===== src/rtl/i281_pkg.sv =====
// Shared i281 constants and the data-memory state encoding.
package i281_pkg;

  localparam int I281_WIDTH  = 8;
  localparam int I281_DEPTH  = 16;
  localparam int I281_ADDR_W = 4;

  typedef enum logic {
    DMEM_INIT  = 1'b0,
    DMEM_READY = 1'b1
  } dmem_state_e;

endpackage


===== src/rtl/i281_init_sequencer.sv =====
// Walks idx through every word after reset or a reload request, and holds
// busy high until the last initial word has been copied.
module i281_init_sequencer
  import i281_pkg::*;
#(
  parameter int DEPTH  = I281_DEPTH,
  parameter int ADDR_W = I281_ADDR_W
) (
  input  logic              clk,
  input  logic              rst_n,
  input  logic              reload,
  output logic              copy_en,
  output logic [ADDR_W-1:0] copy_idx,
  output logic              busy
);

  dmem_state_e       state;
  logic [ADDR_W-1:0] idx;

  // Copy sequencing: a reload in either state restarts the walk at word 0.
  always_ff @(posedge clk or negedge rst_n) begin
    if (!rst_n) begin
      state <= DMEM_INIT;
      idx   <= '0;
    end else begin
      case (state)
        DMEM_INIT: begin
          if (reload) begin
            idx <= '0;
          end else if (idx == ADDR_W'(DEPTH - 1)) begin
            state <= DMEM_READY;
            idx   <= '0;
          end else begin
            idx <= idx + 1'b1;
          end
        end
        default: begin
          if (reload) begin
            state <= DMEM_INIT;
            idx   <= '0;
          end
        end
      endcase
    end
  end

  assign busy     = (state == DMEM_INIT);
  assign copy_en  = busy;
  assign copy_idx = idx;

endmodule


===== src/rtl/i281_data_memory.sv =====
// 16x8 writable data memory for the i281 CPU. Loads its initial image from
// the User_Data outputs, then serves one registered read and one write port.
module i281_data_memory
  import i281_pkg::*;
#(
  parameter int WIDTH  = I281_WIDTH,
  parameter int DEPTH  = I281_DEPTH,
  parameter int ADDR_W = I281_ADDR_W
) (
  input  logic              clk,
  input  logic              rst_n,
  input  logic [WIDTH-1:0]  b0I,
  input  logic [WIDTH-1:0]  b1I,
  input  logic [WIDTH-1:0]  b2I,
  input  logic [WIDTH-1:0]  b3I,
  input  logic [WIDTH-1:0]  b4I,
  input  logic [WIDTH-1:0]  b5I,
  input  logic [WIDTH-1:0]  b6I,
  input  logic [WIDTH-1:0]  b7I,
  input  logic [WIDTH-1:0]  b8I,
  input  logic [WIDTH-1:0]  b9I,
  input  logic [WIDTH-1:0]  b10I,
  input  logic [WIDTH-1:0]  b11I,
  input  logic [WIDTH-1:0]  b12I,
  input  logic [WIDTH-1:0]  b13I,
  input  logic [WIDTH-1:0]  b14I,
  input  logic [WIDTH-1:0]  b15I,
  input  logic              reload,
  input  logic [ADDR_W-1:0] rd_addr,
  output logic [WIDTH-1:0]  rd_data,
  input  logic              wr_en,
  input  logic [ADDR_W-1:0] wr_addr,
  input  logic [WIDTH-1:0]  wr_data,
  output logic              busy,
  output logic              wr_dropped
);

  logic [DEPTH-1:0][WIDTH-1:0] mem;
  logic                        copy_en;
  logic [ADDR_W-1:0]           copy_idx;
  logic [WIDTH-1:0]            init_word;

  i281_init_sequencer #(.DEPTH(DEPTH), .ADDR_W(ADDR_W)) u_seq (
    .clk      (clk),
    .rst_n    (rst_n),
    .reload   (reload),
    .copy_en  (copy_en),
    .copy_idx (copy_idx),
    .busy     (busy)
  );

  // Select the initial word for the slot currently being copied.
  always_comb begin
    init_word = '0;
    case (copy_idx)
      4'd0:  init_word = b0I;
      4'd1:  init_word = b1I;
      4'd2:  init_word = b2I;
      4'd3:  init_word = b3I;
      4'd4:  init_word = b4I;
      4'd5:  init_word = b5I;
      4'd6:  init_word = b6I;
      4'd7:  init_word = b7I;
      4'd8:  init_word = b8I;
      4'd9:  init_word = b9I;
      4'd10: init_word = b10I;
      4'd11: init_word = b11I;
      4'd12: init_word = b12I;
      4'd13: init_word = b13I;
      4'd14: init_word = b14I;
      4'd15: init_word = b15I;
      default: init_word = '0;
    endcase
  end

  // Array update and registered read. The read samples the array before this
  // edge's write lands, so same-address read/write returns the old word.
  // A reload in READY takes priority over a simultaneous write.
  always_ff @(posedge clk or negedge rst_n) begin
    if (!rst_n) begin
      mem        <= '0;
      rd_data    <= '0;
      wr_dropped <= 1'b0;
    end else begin
      rd_data    <= mem[rd_addr];
      wr_dropped <= wr_en & (busy | reload);
      if (copy_en)
        mem[copy_idx] <= init_word;
      else if (wr_en && !reload)
        mem[wr_addr] <= wr_data;
    end
  end

endmodule


===== config.mk =====
export PLATFORM = sky130hd
export DESIGN_NAME = i281_data_memory
export DESIGN_NICKNAME = d
export VERILOG_FILES = /design/src/rtl/i281_pkg.sv /design/src/rtl/i281_init_sequencer.sv /design/src/rtl/i281_data_memory.sv
export SDC_FILE = /design/constraint.sdc
export NUM_CORES = 1
export LEC_CHECK = 0
export BUFFER_PORTS_ARGS = -buffer_cell sky130_fd_sc_hd__buf_2
export CORE_ASPECT_RATIO = 2
export CORE_UTILIZATION = 55
export DETAILED_ROUTE_END_ITERATION = 10
export PLACE_DENSITY_LB_ADDON = 0.3
export SYNTH_ARGS = -nofsm -noshare
export SYNTH_HDL_FRONTEND = slang
export SYNTH_SLANG_ARGS = --single-unit

===== constraint.sdc =====
create_clock -name clk -period 5.2 [get_ports clk]
set_clock_uncertainty 0.05 [all_clocks]
set_input_delay 0 -clock clk [delete_from_list [all_inputs] [get_ports clk]]
set_output_delay 0 -clock clk [all_outputs]
set_load 0.05 [all_outputs]

# After elaboration in Yosys (flattened, before gate mapping)
# Index checks and enable logic that the tools add are counted.
# Widths: inputs -> output; s select.
# op_classes
addsub	1
n_mul	0
n_div	0
n_lt_le_gt_ge	5
eq_ne	17
shift	0
n_mux	19
bitwise	3
n_reduce_logical	5
# op_table
operator	count
$bwmux 128	2
$mux 128	2
$pmux 8 s16	1
$demux 8 s4	2
$bmux 8 s4	1
$eq 4x4->1 const B	8
$mux 8	3
$eq 4x3->1 const B	4
$mux 4	4
$lt 4x5->1 const B	3
$eq 4x2->1 const B	2
$ge 4x1->1 const B	2
$add 4x1->4 const B	1
$eq 4x1->1 const B	1
$logic_not 4->1	1
$mux 1	4
$ne 2x2->1 const B	2
$logic_and 1x1->1	3
$and 1x1->1	1
$logic_not 1->1	1
$not 1->1	1
$or 1x1->1	1
# word_totals
register_bits	142
latchBits	0
ram_bits	0
rom_bits	0
input_bits	148
output_inout_bits	10
elab_cells	70
mem_count	0

# Longest topological paths before layout
# Gate-level depths: netlist of the first run.
# logic_depth
ltp_word	7
depth_mapped	11

# Modules after synthesis
# From an unflattened synthesis of the first run, not the netlist that was laid out.
# unflattened
hier_cells	753
area_unflattened_um2	8234.1
# modules_own_cells
mod	instances	cells_per_inst	area_each_um2	seq_area_each_um2
i281_data_memory	1	731	7992.7	3428.3
i281_init_sequencer	1	22	241.5	125.1

# Least setup slack after synthesis of the first run
# Ideal clock, no wire load.
# synth_path
path_type	reg2reg
startpoint	register u_seq.idx[0] (netlist: u_seq.copy_idx[0])
endpoint	register mem[127] (netlist name)
arrival_ns	2.098
t_required_ns	5.015
path_slack_ns	2.917
stages_incl_launch_ff	10
path_buffers	2
path_cell_list	dfrtp_1 inv_1 ha_1 buf_2 buf_2 nand2_1 o2bb2ai_1 a2111oi_4 a21boi_2 o21ai_0
# synth_via
elab_chain_cells	6
word_cells_on_any_way	24
classes_between	order compare (2); eq/ne (15); mux (5); reduce/logical (2)
# synth_lines
element	line	text
start, declared	i281_init_sequencer.sv:18	logic [ADDR_W-1:0] idx;
start signal, assigned	i281_init_sequencer.sv:34	idx <= idx + 1'b1;
$lt 4x5->1 (implied by the code) or $ge 4x1->1 (tied branches)	i281_data_memory.sv:88	mem[copy_idx] <= init_word;
$logic_and 1x1->1 (implied by the code)	i281_data_memory.sv:88	
$mux 8 (implied by the code)	i281_data_memory.sv:88	
$demux 8 s4	i281_data_memory.sv:88	
$bwmux 128 *	i281_data_memory.sv:88	
$mux 128 *	i281_data_memory.sv:87	if (copy_en)
end signal, assigned by index	i281_data_memory.sv:88	
end signal, assigned by index	i281_data_memory.sv:90	mem[wr_addr] <= wr_data;
end, declared	i281_data_memory.sv:38	logic [DEPTH-1:0][WIDTH-1:0] mem;
# Mark *: on every way between the ends. The rest lies on a longest branch, timed or not.
# A chain may end at the register's enable or synchronous reset.

# Final worst setup path of the first run
# layout_path
startpoint	register u_seq.state
endpoint	register mem[34] (netlist name)
# layout_via
elab_chain_cells	1
word_cells_on_any_way	2
classes_between	eq/ne (1); mux (1)
# layout_lines
element	line	text
start, declared	i281_init_sequencer.sv:17	dmem_state_e state;
start signal, assigned	i281_init_sequencer.sv:23	state <= DMEM_INIT;
start signal, assigned	i281_init_sequencer.sv:31	state <= DMEM_READY;
start signal, assigned	i281_init_sequencer.sv:39	state <= DMEM_INIT;
$ne 2x2->1 (no source line) or $mux 128 (tied branches)	n/a	
# Several ways; a longest one is shown, not always the timed one.

==> results of run 1 <==
==> layer usage <==
metal | up-vias | GRT usage, % | part of all wire (%) | routed length, um
li1 | 3330 | - | - | -
met1 | 3769 | 43.4 | 31 | 9160
met2 | 640 | 67.8 | 51 | 15000
met3 | 180 | 7.50 | 7.7 | 2290
met4 | 0 | 38.2 | 11 | 3230
met5 | - | 0 | 0 | 0
==> cells in the final DEF, fill, tap and decap left out, types with 12 or more instances in the layout <==
master,Yosys,routed
buf_4,5,14
clkbuf_16,0,17
a22oi_1,120,120
a21oi_1,42,42
o21ai_0,110,110
buf_2,21,156
nor3b_1,14,14
nand2_1,41,41
nand3_1,22,22
mux4_2,40,40
dlygate4sd3_1,0,12
nor2_1,42,42
dfrtp_1,142,142
==> path summary, 6_finish.rpt <==
kind	start	endpoint	slack, ps
max in group asynchronous	rst_n	mem[108]	3730
worst min-delay path	wr_data[5]	mem[5]	10
worst max register to register	u_seq.state	mem[34]	1770
worst min register to register	mem[25]	mem[25]	450
worst max-delay path	u_seq.state	mem[34]	1770
min in group asynchronous	rst_n	mem[46]	200
==> critical path, stage by stage (launching register included) <==
cell and delay [ps]:
dfrtp_1 850, nand4bb_1 680, nor2_1 890, a21oi_1 390
a22oi_1 260, o21ai_0 110
==> per-stage QoR <==
| step | total power [mW] | cells | hold slack, ps | setup WS (ps) | instance area [um2] |
|---|---|---|---|---|---|
| floorplan | 2.13 | 778 | -346 | 2920 | 8130 |
| global placement | 2.42 | 1075 | 123 | 1900 | 8960 |
| detailed placement | 2.45 | 1075 | 122 | 1840 | 8960 |
| CTS | 3.64 | 1119 | 0.692 | 1810 | 9650 |
| global route | 3.81 | 1119 | 27.3 | 1530 | 9650 |
| finish | 3.67 | 1119 | 11.7 | 1770 | 9650 |
==> report_power, final <==
part | switching (mW) | total (mW) | internal [mW]
sequential | 0.148 | 1.51 | 1.36
combinational | 0.539 | 0.962 | 0.423
clock | 0.482 | 1.20 | 0.714
==> registers in the layout (all words and copies together), names as in the netlist <==
register and cells:
rd_data 8, u_seq.copy_idx 4, wr_dropped 1, mem 128, u_seq.state 1
==> area by class of cell <==
cell class	count	area, um2	area share [%]
timing repair buffer	183	1020	10.5
inverter	6	22.5	0.233
multi-input combinational	564	4250	44.0
sequential	142	3550	36.8
tap	192	240	2.49
clock buffer	21	450	4.67
clock inverter	11	118	1.22
==> cells by family after synthesis <==
family,share of synthesized area [%]
multiplexers,12.1
buffers and inverters,4.08
AND/OR/NAND/NOR,10.2
XOR/XNOR,0.108
flip-flops,43.7
AO/OA/AOI/OAI,29.1
adder cells (fa/ha/maj),0.616
==> out/metrics.cfg, run 1 <==
[critical_path]
endpoint_kind = register
critPathKind = reg2reg
crit_fanout = 22
r2r.worst_path.cells = 5
worstPathRequired_ps = 5410
critPathLaunchType = register
cp.arrival_ps = 3630

[floorplanning]
dieArea_um2 = 15300
core_um2 = 14400
die_y_um = 174
io_pins = 158
fp.dieW_um = 88.0
initial_core_util_pct = 56.4
rows = 62

[clock_network]
cts_buffer_depth = 2
clock_latency_ps = 430
postCtsSetupBuffers = 0
cts_made_buffers = 17
clkTransAtPathRegs_ps = 60
ctsResizeCount = 0
htreeDepth = 4
root_buffer = clkbuf_16
cts.sinks = 142
cts_tree = yes
hold_buffers = 12

[pwr]
powerDensity_nw_per_um2 = 380
leakage_nw = 4.01
max-vdd-ir-drop_mv = 0.236

[detailed_routing]
wirelength_um = 29700
viasPerCell = 7.08
dr.pass1.iters = 5
num_vias = 7919
ant_nets = 0
wl_per_cell_um = 26.5
drt_iter0_drc = 938
drc = 0

[synth]
synthArstFlopShare_pct = 100
syn-instance-count = 778
netlist_area_um2 = 8130
synth_warnings = 0
synth-seq-cells = 142
synth_edf_count = 0
synth_flop_cell = dfrtp_1
synthTopCellsByArea = dfrtp_1 (44%), a22oi_1 (11%), mux4_2 (11%), o21ai_0 (6.8%), a21oi_1 (2.6%)
synth.most_common_cell = dfrtp_1
ys_types = 66
ys_seq_area_share_pct = 43.7
synth_top_area_share_pct = 43.7
synth_common_cells = dfrtp_1 (142), a22oi_1 (120), o21ai_0 (110)
synth_top_cell_by_area = dfrtp_1
syn_area_per_cell_um2 = 10.5
syn-num-nets = 930

[timing]
grt_setup_unrepaired = no
max_freq_ghz = 0.292
worst_pin_slew_ps = 1140
timing.final.crit_period_ps = 3430
setup_viol = 0
fin_crit_sh_pct = 65.9
finalHoldViolCount = 0
max_slew_margin_pct = 23.7
drv_slew = 0
tns_ps = 0

[place]
gp_routability_congestion = 0.965
place_hpwl_um = 21100
portBuffers = 157

[global_route]
grt-ovfl-total = 0
grt_pass1_wl_um = 45500
antenna_found_initial = 0
grt_use_total_pct = 41.4
grt_max_degree = 99
first_global_vias = 8080

[finish]
fin_util_pct = 66.9
num-fill-cells = 1199
area_delta_synth_final_pct = 18.6
n_antenna_cell = 0
final_nets = 1066
drive_gt1_share_pct = 29.0

[status]
status = completed

[worst_hold_path]
min_delay_path_depth = 3
hp-class = in2reg

[job]
cap_violations = 0

(Power assumes the default switching activity.)
==> inputs of run 2 (changes only) <==
Clock period 5.2 ns to 3.39 ns, I/O delays scaled along.
==> out/metrics.cfg, run 2 (synthesis gave the netlist of run 1 again) <==
[clock_network]
cts_made_buffers = 17  ; unchanged
htreeDepth = 4  ; unchanged
root_buffer = clkbuf_16
cts_buffer_depth = 2  ; unchanged
cts.sinks = 142  ; unchanged
ctsResizeCount = 0  ; unchanged
cts_tree = yes
clock_latency_ps = 430  ; about the same
clkTransAtPathRegs_ps = 60  ; about the same

[timing]
max_slew_margin_pct = 20.3  ; -3.4 points
worst_pin_slew_ps = 1190  ; +50.9 ps
hold_ws_ps = 20.4  ; +8.62 ps
setup_viol = 0  ; unchanged
drv_slew = 0  ; unchanged
max_freq_ghz = 0.316  ; +8.4%
grt_setup_unrepaired = no
fin_crit_sh_pct = 93.2  ; +27 points
tns_ps = 0  ; unchanged
finalHoldViolCount = 0  ; unchanged
timing.final.crit_period_ps = 3160  ; -265 ps

[floorplanning]
fp.dieW_um = 88.0  ; unchanged
dieArea_um2 = 15300  ; unchanged
core_um2 = 14400  ; unchanged
initial_core_util_pct = 56.4  ; unchanged
rows = 62  ; unchanged
die_y_um = 174  ; unchanged
io_pins = 158  ; unchanged

[worst_hold_path]
min_to = mem[82]
worstHoldStart = b8I[2]
min_delay_path_depth = 4  ; +1
hp-class = in2reg

[finish]
area_delta_synth_final_pct = 22.9
drive_gt1_share_pct = 31.3  ; +2.2 points
largest_reg_flops = 128  ; unchanged
n_antenna_cell = 0  ; unchanged
final_nets = 1099  ; +3.1%
largest-register = mem
layout_common_cells = buf_2 (156), dfrtp_1 (142), a22oi_1 (120)
fin_util_pct = 69.2  ; +2.4 points
final_common_cell = buf_2

[global_route]
grt-ovfl-total = 0  ; unchanged
grt_pass1_wl_um = 46800  ; +2.8%
first_global_vias = 8363  ; +3.5%
grt_max_degree = 94  ; -5.1%
antenna_found_initial = 0  ; unchanged
grt_use_total_pct = 42.4  ; +1.0 points

[detailed_routing]
wl_per_cell_um = 26.7  ; +0.48%
drt_iter0_drc = 983  ; +4.8%
num_vias = 8189  ; +3.4%
dr.pass1.iters = 8  ; +3
viasPerCell = 7.11  ; +0.45%
ant_nets = 0  ; unchanged
wirelength_um = 30700  ; +3.4%
drc = 0  ; unchanged

[critical_path]
critPathKind = reg2reg
crit_path_cell_trace = inv_1, ha_1, nor2b_1, nand2_1, nand3_1, nand3_1, dlygate4sd3_1
crit_fanout = 16  ; -27%
cp.arrival_ps = 3420  ; -210 ps
critical_path.slowest_cell = ha_1
rr_endpoint = mem[4]
cp_common_cell = nand3_1
crit_family = simple AND/OR/NAND/NOR gates
endpoint_kind = register
path_buf_inv = 2  ; +2
worstPathRequired_ps = 3650  ; -1760 ps
r2r_start = u_seq.copy_idx[0]
r2r_setup_slack_ps = 230  ; -1540 ps
r2r.worst_path.cells = 7  ; +2
critPathLaunchType = register
max_stage_delay_ps = 680  ; -210 ps

[pwr]
leakage_nw = 4.22  ; +5.4%
max-vdd-ir-drop_mv = 0.321  ; +36%
powerDensity_nw_per_um2 = 594  ; +56%

[status]
status = completed

[job]
cap_violations = 0  ; unchanged

[place]
gp_routability_congestion = 1.03  ; +6.5%
place_hpwl_um = 21600  ; +2.4%
portBuffers = 157  ; unchanged

-- run 2: cell types whose count changed in the layout (fill, tap and decap cells not counted) --
cell,previous run,this run
clkbuf_1,3,1
inv_6,0,3
clkinv_2,4,2
clkinv_4,0,1
buf_4,14,43
clkinvlp_4,5,2
dlygate4sd3_1,12,16
bufinv_16,2,5
-- run 2: power breakdown --
group | leakage, nW | switching [mW] | internal, mW
combinational | 2.22 | 0.848 | 0.675
sequential | 1.69 | 0.230 | 2.09
clock | 0.314 | 0.756 | 1.33
-- run 2: layout make-up --
cell class | instances | area, um2
fillers | 1160 | 4440
multi-input cells | 564 | 4250
repair buffers | 216 | 1270
clock inverters | 13 | 210
flip-flops and latches | 142 | 3550
well taps | 192 | 240
clock buffers | 19 | 443
inverters | 6 | 22.5
-- run 2: worst min-delay path, cell delays in order --
cell and delay, ps:
buf_2 70, a222oi_1 70, and2_1 170, o21ai_0 140
-- run 2: stage by stage --
| step | worst slack (ps) | std cells | total power [mW] | cell area [um2] |
|---|---|---|---|---|
| after global routing | 98.7 | 1152 | 6.14 | 9990 |
| after detailed placement | 396 | 1104 | 3.79 | 9180 |
| final | 230 | 1152 | 5.93 | 9990 |
| after global placement | 443 | 1104 | 3.75 | 9180 |
| after floorplan | 1110 | 778 | 3.26 | 8130 |
| after CTS | 330 | 1152 | 5.88 | 9990 |
-- run 2: how the worst max path moves through the flow --
| stage | cells after the start | end | slack [ps] | startpoint |
|---|---|---|---|---|
| floorplan | 9 | mem[127] | 1110 | u_seq.copy_idx[0] |
| global placement | 7 | mem[90] | 440 | u_seq.copy_idx[0] |
| detailed placement | 7 | mem[90] | 400 | u_seq.copy_idx[0] |
| CTS | 7 | mem[4] | 330 | u_seq.copy_idx[0] |
| global route | 7 | mem[4] | 100 | u_seq.copy_idx[0] |
| finish | 7 | mem[4] | 230 | u_seq.copy_idx[0] |
-- run 2: repair_timing --
| item | 4_1_cts | 5_1_grt |
|---|---|---|
| hold buffers | 16 | 0 |
| setup buffers | 0 | 0 |
| hold endpoints to repair | 114 | 0 |
| endpoints found under the setup margin | 0 | 0 |
-- run 2: per-layer routing --
metal	up-vias	wire (um)	global-route usage, %
li1	3397	-	-
met5	-	0	0
met2	692	15100	67.4
met3	179	2700	10.1
met1	3921	9420	44.3
met4	0	3470	40.4
==> inputs of run 3 (changes only) <==
Settings changed: BUFFER_PORTS_ARGS -buffer_cell sky130_fd_sc_hd__buf_2 to -buffer_cell sky130_fd_sc_hd__buf_4, CELL_PAD_IN_SITES_DETAIL_PLACEMENT set to 1, CELL_PAD_IN_SITES_GLOBAL_PLACEMENT set to 2, CORE_UTILIZATION 55 to 35, TNS_END_PERCENT set to 50.
==> out/metrics.cfg, run 3 (synthesis gave the netlist of run 1 again) <==
[pwr]
leakage_nw = 4.33  ; +2.4%
powerDensity_nw_per_um2 = 543  ; -8.5%
max-vdd-ir-drop_mv = 0.338  ; +5.4%
finalPower_mw = 5.67  ; -4.4%

[critical_path]
critical_path.slowest_cell = dlygate4sd3_1
crit_family = simple AND/OR/NAND/NOR gates
crit_fanout = 20  ; +4
endpoint_kind = register
r2r.worst_path.cells = 8  ; +1
worstPathRequired_ps = 3650  ; about the same
max_stage_delay_ps = 570  ; -110 ps
r2r_setup_slack_ps = 250  ; +20 ps
r2r_start = u_seq.copy_idx[0]
critPathKind = reg2reg
path_buf_inv = 3  ; +1
crit_path_cell_trace = inv_1, ha_1, buf_4, nor2b_1, nand2_1, nand3_1, o211ai_1, dlygate4sd3_1
rr_endpoint = mem[1]
cp.arrival_ps = 3400  ; -20 ps
critPathLaunchType = register

[clock_network]
cts.sinks = 142  ; unchanged
ctsResizeCount = 0  ; unchanged
cts_buffer_depth = 2  ; unchanged
clkTransAtPathRegs_ps = 60  ; about the same
postCtsSetupBuffers = 0  ; unchanged
clock_latency_ps = 430  ; about the same
cts_tree = yes
root_buffer = clkbuf_16
cts_made_buffers = 17  ; unchanged
htreeDepth = 4  ; unchanged

[timing]
worst_slack_ps = 251  ; +21.4 ps
fin_crit_sh_pct = 92.6  ; -0.63 points
setup_viol = 0  ; unchanged
finalHoldViolCount = 0  ; unchanged
timing.final.crit_period_ps = 3140  ; -21.4 ps
tns_ps = 0  ; unchanged
grt_setup_unrepaired = no
drv_slew = 0  ; unchanged
max_slew_margin_pct = 34.3  ; +14 points
worst_pin_slew_ps = 986  ; -207 ps
max_freq_ghz = 0.319  ; +0.68%

[floorplanning]
dieArea_um2 = 23900  ; +56%
io_pins = 158  ; unchanged
initial_core_util_pct = 35.8  ; -21 points
rows = 78  ; +26%
die_y_um = 218  ; +25%
fp.dieW_um = 110  ; +25%
core_um2 = 22700  ; +58%

[finish]
finalNonFillerCells = 1245  ; +8.1%
fin_util_pct = 45.9  ; -23 points
layout_common_cells = buf_4 (194), dfrtp_1 (142), a22oi_1 (120)
largest-register = mem
largest_reg_flops = 128  ; unchanged
num-fill-cells = 2589  ; +120%
n_antenna_cell = 0  ; unchanged
final_common_cell = buf_4
final_nets = 1105  ; +0.55%
drive_gt1_share_pct = 30.1  ; -1.2 points
area_delta_synth_final_pct = 28.4

[worst_hold_path]
min_delay_path_depth = 3  ; -1
min_to = mem[16]
worstHoldStart = wr_data[0]
hp-class = in2reg

[detailed_routing]
dr.pass1.iters = 5  ; -3
drc = 0  ; unchanged
ant_nets = 0  ; unchanged
drt_iter0_drc = 362  ; -63%
num_vias = 7761  ; -5.2%
viasPerCell = 6.23  ; -12%
wirelength_um = 35100  ; +14%
wl_per_cell_um = 28.2  ; +5.7%

[global_route]
grt_pass1_wl_um = 53700  ; +15%
grt_max_degree = 85  ; -9.6%
grt-ovfl-total = 0  ; unchanged
grt_use_total_pct = 31.5  ; -11 points
antenna_found_initial = 0  ; unchanged
first_global_vias = 8710  ; +4.1%

[place]
gp_routability_congestion = 0.867  ; -16%
place_hpwl_um = 26100  ; +21%
portBuffers = 157  ; unchanged
place_inst = 1188  ; +7.6%
pre_cts_ws_ps = 350  ; -45.8 ps

[job]
cap_violations = 0  ; unchanged

[status]
status = completed

==> run 3: cell count changes in the layout (fill, tap and decap cells not counted), sizes merged <==
cell,previous run,this run
clkbuf,19,26
inv,8,5
bufinv,5,0
dlygate4sd3,16,26
buf,200,196
==> run 3: through the flow <==
stage | hold slack (ps) | instance area, um2
floorplan | -346 | 8130
global placement | 72.7 | 9660
detailed placement | 67.3 | 9660
CTS | 9.78 | 10400
global route | 17.4 | 10400
finish | 15.3 | 10400
==> run 3: repair_timing <==
item,CTS,global route
hold buffers,26,0
setup endpoints to repair,0,0
hold endpoints to repair,192,0
==> run 3: worst max path at each step <==
stage | cells after the start | startpoint | slack [ps] | to
after floorplan | 9 | u_seq.copy_idx[0] | 1110 | mem[127]
after global placement | 7 | u_seq.copy_idx[1] | 440 | mem[37]
after detailed placement | 7 | u_seq.copy_idx[1] | 350 | mem[37]
final | 8 | u_seq.copy_idx[0] | 250 | mem[1]
after global routing | 8 | u_seq.copy_idx[1] | 90 | mem[2]
after CTS | 8 | u_seq.copy_idx[0] | 260 | mem[2]
==> run 3: cell type report <==
type	instances	area, um2	share of cell area (%)
Multi-Input combinational cell	564	4250	40.7
Clock inverter	5	33.8	0.323
Timing Repair Buffer	222	1750	16.7
Inverter	6	22.5	0.216
Clock buffer	26	489	4.68
Sequential cell	142	3550	34.0
Tap cell	280	350	3.35
==> run 3: routing by layer <==
layer / track usage (%) / vias up / share of wire, %
met2: 58.5 / 324 / 56
met3: 5.32 / 87 / 4.6
met1: 32.0 / 3948 / 33
met5: 0 / - / 0
li1: - / 3402 / -
met4: 18.0 / 0 / 6.1
==> run 3: tightest hold or removal path, stage by stage <==
cell and delay [ps]:
buf_4 250, a22oi_1 130, o21ai_0 70
==> run 3: power by group <==
part | internal, mW | switching (mW) | total, mW | leakage [nW]
Combinational | 0.771 | 0.870 | 1.64 | 2.39
Clock | 0.988 | 0.726 | 1.71 | 0.250
Sequential | 2.09 | 0.225 | 2.32 | 1.69
Total | 3.85 | 1.82 | 5.67 | 4.33
